## src/rtl/scaler_matrix_read_ctrl.sv

```systemverilog
// Read-side controller for the scaler line-RAM ring: tracks how many source lines are
// buffered, accepts output-row commands and walks one column address per accepted cycle.
`timescale 1ns/1ps
module scaler_matrix_read_ctrl #(
  parameter int KERNEL_MAX       = 4,
  parameter int RAM_NUM          = KERNEL_MAX + 1,
  parameter int RAM_NUM_BITWIDTH = $clog2(RAM_NUM),
  parameter int ADDR_BITWIDTH    = 12,
  parameter int ROW_BITWIDTH     = 12
) (
  input  logic                     core_clk,
  input  logic                     core_rst_n,
  input  logic                     cfg_start,
  input  logic [ADDR_BITWIDTH-1:0] cfg_src_width,
  input  logic [ROW_BITWIDTH-1:0]  cfg_dst_height,
  input  logic                     line_wr_done,
  output logic                     line_wr_ready,
  input  logic                     row_cmd_valid,
  input  logic                     row_cmd_repeat,
  output logic                     row_cmd_ready,
  input  logic                     out_ready,
  output logic                     ram_read_req_en,
  output logic [ADDR_BITWIDTH-1:0] ram_read_req_addr,
  output logic                     matrix_ram_read_done,
  output logic                     matrix_ram_read_repeat,
  output logic                     busy,
  output logic                     frame_done,
  output logic                     credit_err
);

  // One extra bit so a power-of-two ring can still count up to completely full.
  localparam int CW = RAM_NUM_BITWIDTH + 1;

  localparam logic [1:0] IDLE     = 2'd0;
  localparam logic [1:0] WAIT_ROW = 2'd1;
  localparam logic [1:0] READ     = 2'd2;
  localparam logic [1:0] ROW_END  = 2'd3;

  logic [1:0]               state;
  logic [ADDR_BITWIDTH-1:0] width;
  logic [ADDR_BITWIDTH-1:0] col_cnt;
  logic [ROW_BITWIDTH-1:0]  height;
  logic [ROW_BITWIDTH-1:0]  row_cnt;
  logic                     rep_lat;
  logic [CW-1:0]            lines_avail;
  logic                     last_col;
  logic                     last_row;
  logic                     line_inc;
  logic                     line_dec;

  assign busy                   = (state != IDLE);
  assign line_wr_ready          = (lines_avail < CW'(RAM_NUM));
  assign row_cmd_ready          = (state == WAIT_ROW) && row_cmd_valid &&
                                  (lines_avail >= CW'(KERNEL_MAX));
  assign last_col               = (col_cnt == width - ADDR_BITWIDTH'(1));
  assign last_row               = (row_cnt == height - ROW_BITWIDTH'(1));
  assign matrix_ram_read_done   = (state == ROW_END);
  assign matrix_ram_read_repeat = matrix_ram_read_done & rep_lat;
  assign frame_done             = matrix_ram_read_done & last_row;

  always_ff @(posedge core_clk or negedge core_rst_n) begin
    if (!core_rst_n) begin
      state             <= IDLE;
      width             <= '0;
      height            <= '0;
      col_cnt           <= '0;
      row_cnt           <= '0;
      rep_lat           <= 1'b0;
      ram_read_req_en   <= 1'b0;
      ram_read_req_addr <= '0;
    end else begin
      ram_read_req_en <= 1'b0;
      case (state)
        IDLE: begin
          if (cfg_start && (cfg_src_width != '0) && (cfg_dst_height != '0) && !busy) begin
            width   <= cfg_src_width;
            height  <= cfg_dst_height;
            row_cnt <= '0;
            state   <= WAIT_ROW;
          end
        end
        WAIT_ROW: begin
          if (row_cmd_ready) begin
            rep_lat <= row_cmd_repeat;
            col_cnt <= '0;
            state   <= READ;
          end
        end
        READ: begin
          if (out_ready) begin
            ram_read_req_en   <= 1'b1;
            ram_read_req_addr <= col_cnt;
            col_cnt           <= col_cnt + ADDR_BITWIDTH'(1);
            if (last_col) state <= ROW_END;
          end
        end
        ROW_END: begin
          row_cnt <= row_cnt + ROW_BITWIDTH'(1);
          state   <= last_row ? IDLE : WAIT_ROW;
        end
        default: state <= IDLE;
      endcase
    end
  end

  // A repeated row reuses the window, so only a fresh row retires the oldest line.
  assign line_inc = line_wr_done & line_wr_ready;
  assign line_dec = matrix_ram_read_done & ~rep_lat & (lines_avail != '0);

  always_ff @(posedge core_clk or negedge core_rst_n) begin
    if (!core_rst_n) begin
      lines_avail <= '0;
      credit_err  <= 1'b0;
    end else begin
      if (frame_done)
        lines_avail <= line_wr_done ? CW'(1) : '0;
      else if (line_inc && !line_dec)
        lines_avail <= lines_avail + CW'(1);
      else if (line_dec && !line_inc)
        lines_avail <= lines_avail - CW'(1);

      if (line_wr_done && !line_wr_ready && !frame_done)
        credit_err <= 1'b1;
    end
  end

endmodule

```

## config.mk

```make
export PLATFORM = sky130hd
export DESIGN_NAME = scaler_matrix_read_ctrl
export DESIGN_NICKNAME = d
export VERILOG_FILES = /design/src/rtl/scaler_matrix_read_ctrl.sv
export SDC_FILE = /design/constraint.sdc
export NUM_CORES = 1
export LEC_CHECK = 0
export CORE_MARGIN = 2
export CORE_UTILIZATION = 45
export DETAILED_ROUTE_END_ITERATION = 10
export PLACE_DENSITY = 0.77
export SLEW_MARGIN = 20
export SYNTH_ARGS = -nofsm -noshare
export SYNTH_HDL_FRONTEND = slang
export SYNTH_SLANG_ARGS = --single-unit
```

## constraint.sdc

```tcl
create_clock -name core_clk -period 6.34 [get_ports core_clk]
set_input_delay 1.268 -clock core_clk [delete_from_list [all_inputs] [get_ports core_clk]]
set_output_delay 1.268 -clock core_clk [all_outputs]
set_load 0.05 [all_outputs]
```

==> impl_metrics.sql <==
INSERT INTO impl_metrics (metric_group, metric, value, unit) VALUES
('status', 'run_status', 'finished clean', ''),
('setup_path', 'cpPeakStageDelay', '0.85', 'ns'),
('sta', 'period_minus_slack', '5.216', 'ns'),
('sta', 'worstMarginPinSlew', '0.8860', 'ns'),
('floorplanning', 'chip_height', '98.61', 'um'),
('power', 'power.density_cell_area', '413.7', 'mW/mm^2'),
('synth', 'yosys_register_bits', '69', ''),
('route', 'drc', '0', ''),
('synth', 'synth_warnings', '0', ''),
('clocking', 'post_cts_sizing_count', '0', ''),
('placed_design', 'io_buffer_count', '50', ''),
('grt', 'track_usage', '20.12', '%'),
('synth', 'mappedNetlistNets', '447', ''),
('clocking', 'clock_sink_count', '69', ''),
('power', 'power.net_switching', '844.7', 'uW'),
('final_layout', 'sequential_cell_area', '0.001727', 'mm^2'),
('grt', 'antenna_found_initial', '0', ''),
('synth', 'synthFlopType', 'sky130_fd_sc_hd__dfrtp_1', ''),
('synth', 'synthCells', '404', ''),
('clocking', 'tritoncts', 'done', ''),
('setup_path', 'critPathMaxFanout', '6', ''),
('placed_design', 'post-dp-hpwl', '6.590', 'mm'),
('setup_path', 'crit_top_cell', 'sky130_fd_sc_hd__nor4b_1', ''),
('grt', 'global_route_wire_length_before_repair', '16.12', 'mm'),
('route', 'totalWireLength', '9.081', 'mm'),
('setup_path', 'worstSetupEndpointType', 'output pin', ''),
('placed_design', 'placedCellCount', '549', ''),
('power', 'share_comb_of_total_power', '45.3', '%'),
('floorplanning', 'die_area', '0.009723', 'mm^2'),
('route', 'drt_first_pass_iters', '4', ''),
('placed_design', 'place_congestion', '0.9621', ''),
('final_layout', 'fin_cells', '565', ''),
('clocking', 'htree_levels', '3', ''),
('worst_hold_path', 'worst_hold_class', 'reg -> reg', ''),
('sta', 'setup_viol', '0', ''),
('route', 'drt_iter0_markers', '152', ''),
('sta', 'finalCritPeriodShare', '82.27', '%'),
('setup_path', 'crit_path_top_delay_cell', 'sky130_fd_sc_hd__clkdlybuf4s50_1', ''),
('sta', 'final.setup.tns', '0', 'ns'),
('setup_path', 'worstPathArrival', '3.95', 'ns'),
('grt', 'number_of_global_route_vias_before_repair', '3348', ''),
('floorplanning', 'ios', '51', ''),
('power', 'leakage_power_total', '0.002005', 'uW'),
('clocking', 'numCtsBuffers', '9', ''),
('power', 'switching_share_of_total_power', '42.67', '%'),
('floorplanning', 'core_area', '0.008721', 'mm^2'),
('power', 'share_clk_of_total_power', '16.9', '%'),
('power', 'power', '1980', 'uW'),
('route', 'route.antenna.remaining_nets', '0', ''),
('synth', 'post_synth_instance_area', '0.004028', 'mm^2'),
('clocking', 'postCtsSetupRepairBufs', '0', ''),
('grt', 'grt_max_degree', '70', ''),
('floorplanning', 'initial_core_util', '46.18', '%'),
('clocking', 'root_buffer', 'sky130_fd_sc_hd__clkbuf_8', ''),
('clocking', 'clkSlewWorstSetupHoldPaths', '0.08', 'ns'),
('setup_path', 'req_time_crit_path', '5.07', 'ns'),
('final_layout', 'final_net_count', '495', ''),
('floorplanning', 'fp-row-count', '34', ''),
('clocking', 'worst_skew_pair.late_latency', '0.34', 'ns'),
('job', 'drv.max_cap_violation_count', '0', ''),
('final_layout', 'area.growth.synth_to_final', '18.79', '%'),
('setup_path', 'start_kind', 'flop', ''),
('final_layout', 'count_of_filler_cells_inserted_in_the_layout', '762', ''),
('power', 'peakVddDrop', '0.0002319', 'V'),
('sta', 'clock-skew-final', '0.009699', 'ns'),
('final_layout', 'drive_above_1_share', '13.13', '%'),
('sta', 'maxSlewHeadroom', '40.93', '%'),
('final_layout', 'num_antenna_cells', '0', ''),
('route', 'route.detailed.vias_per_inst', '5.747', ''),
('synth', 'synth-edff-count', '0', ''),
('setup_path', 'critical_path_class', 'reg -> out', '');
[registers in the layout, summed over array words and instances (netlist names)]
| name | count |
|---|---|
| width | 12 |
| row_cnt | 12 |
| state | 2 |
| ram_read_req_addr | 12 |
| rep_lat | 1 |
| col_cnt | 12 |
| height | 12 |
| credit_err | 1 |
| lines_avail | 4 |
| ram_read_req_en | 1 |
[synthesized netlist by cell type (all sizes together) (8+ instances only)]
library cell | n | share of area (%)
dfrtp | 69 | 43
mux2 | 35 | 9.8
nor2 | 31 | 2.9
nand2 | 22 | 2.1
o21ai | 20 | 2.5
xnor2 | 20 | 4.3
inv | 19 | 1.8
xor2 | 18 | 3.9
nand3 | 15 | 1.9
nor4 | 15 | 2.3
clkbuf | 12 | 1.1
nand2b | 12 | 1.9
a21oi | 11 | 1.4
ha | 11 | 3.4
or3 | 8 | 1.2
[stage by stage]
stage / cell area [um^2] / setup WS, ns / hold slack (ns)
2_1_floorplan: 4028 / 2.714 / 0.4852
3_3_place_gp: 4601 / 1.712 / 0.4510
3_5_place_dp: 4601 / 1.581 / 0.4619
4_1_cts: 4785 / 1.168 / 0.4806
5_1_grt: 4785 / 0.9021 / 0.5107
6_report: 4785 / 1.124 / 0.4790
[layout make-up]
| cell class | count | share of cell area [%] |
|---|---|---|
| clock inverters | 6 | 0.9676 |
| flip-flops and latches | 69 | 36.09 |
| multi-input cells | 301 | 45.08 |
| well taps | 108 | 2.824 |
| inverters | 19 | 1.491 |
| repair buffers | 52 | 10.67 |
| clock buffers | 10 | 2.877 |
[power by group through the flow]
| stage | Sequential (uW) | Combinational (uW) | Clock (uW) |
|---|---|---|---|
| floorplan | 712 | 700 | 0 |
| global placement | 742 | 860 | 0 |
| detailed placement | 754 | 894 | 0 |
| CTS | 746 | 898 | 343 |
| global route | 777 | 998 | 362 |
| finish | 750 | 896 | 334 |
[final timing paths]
path,start,to,slack (ns),depth (start not counted)
worst max-delay path,height[0],frame_done,1.12,9
worst min-delay path,credit_err,credit_err,0.48,2
worst max register to register,height[0],lines_avail[0],3.31,9
worst min register to register,credit_err,credit_err,0.48,2
max in group asynchronous,core_rst_n,state[1],4.64,2
min in group asynchronous,core_rst_n,height[10],1.13,2
[cell usage in the layout, fill, tap and decap left out, types with 12 or more instances in the layout]
cell type and count:
sky130_fd_sc_hd__dfrtp_1 69, sky130_fd_sc_hd__clkdlybuf4s50_1 49, sky130_fd_sc_hd__mux2_2 35, sky130_fd_sc_hd__nor2_1 31
sky130_fd_sc_hd__nand2_1 22, sky130_fd_sc_hd__xnor2_1 20, sky130_fd_sc_hd__inv_1 19, sky130_fd_sc_hd__xor2_1 18
sky130_fd_sc_hd__o21ai_0 18, sky130_fd_sc_hd__nor4_1 15, sky130_fd_sc_hd__nand3_1 15, sky130_fd_sc_hd__nand2b_1 12
[cells by family after synthesis]
kind of cell               Yosys count  share of synthesized area, %
muxes                               37                         10.28
AOI/OAI and AO/OA                   67                         11.03
DFF                                 69                         42.87
adders and majority gates           12                         3.914
and+or+nand+nor                    147                         20.07
buffers and inverters               34                         3.572
xor gates and xnor gates            38                         8.263
[critical path, delay by kind of cell (launching register included)]
family	cells	cell delay [ns]
and+or+nand+nor	4	1.50
buffers and inverters	2	0.94
AOI/OAI and AO/OA	2	0.52
DFF	1	0.45
adders and majority gates	1	0.19
[per-layer routing]
layer	global-route usage (%)	routed length (um)	vias up
li1	-	-	1559
met1	26.34	3939	1566
met2	33.33	4513	104
met3	5.319	494	18
met4	5.374	133	0
met5	0	0	-
(Power assumes the default switching activity.)
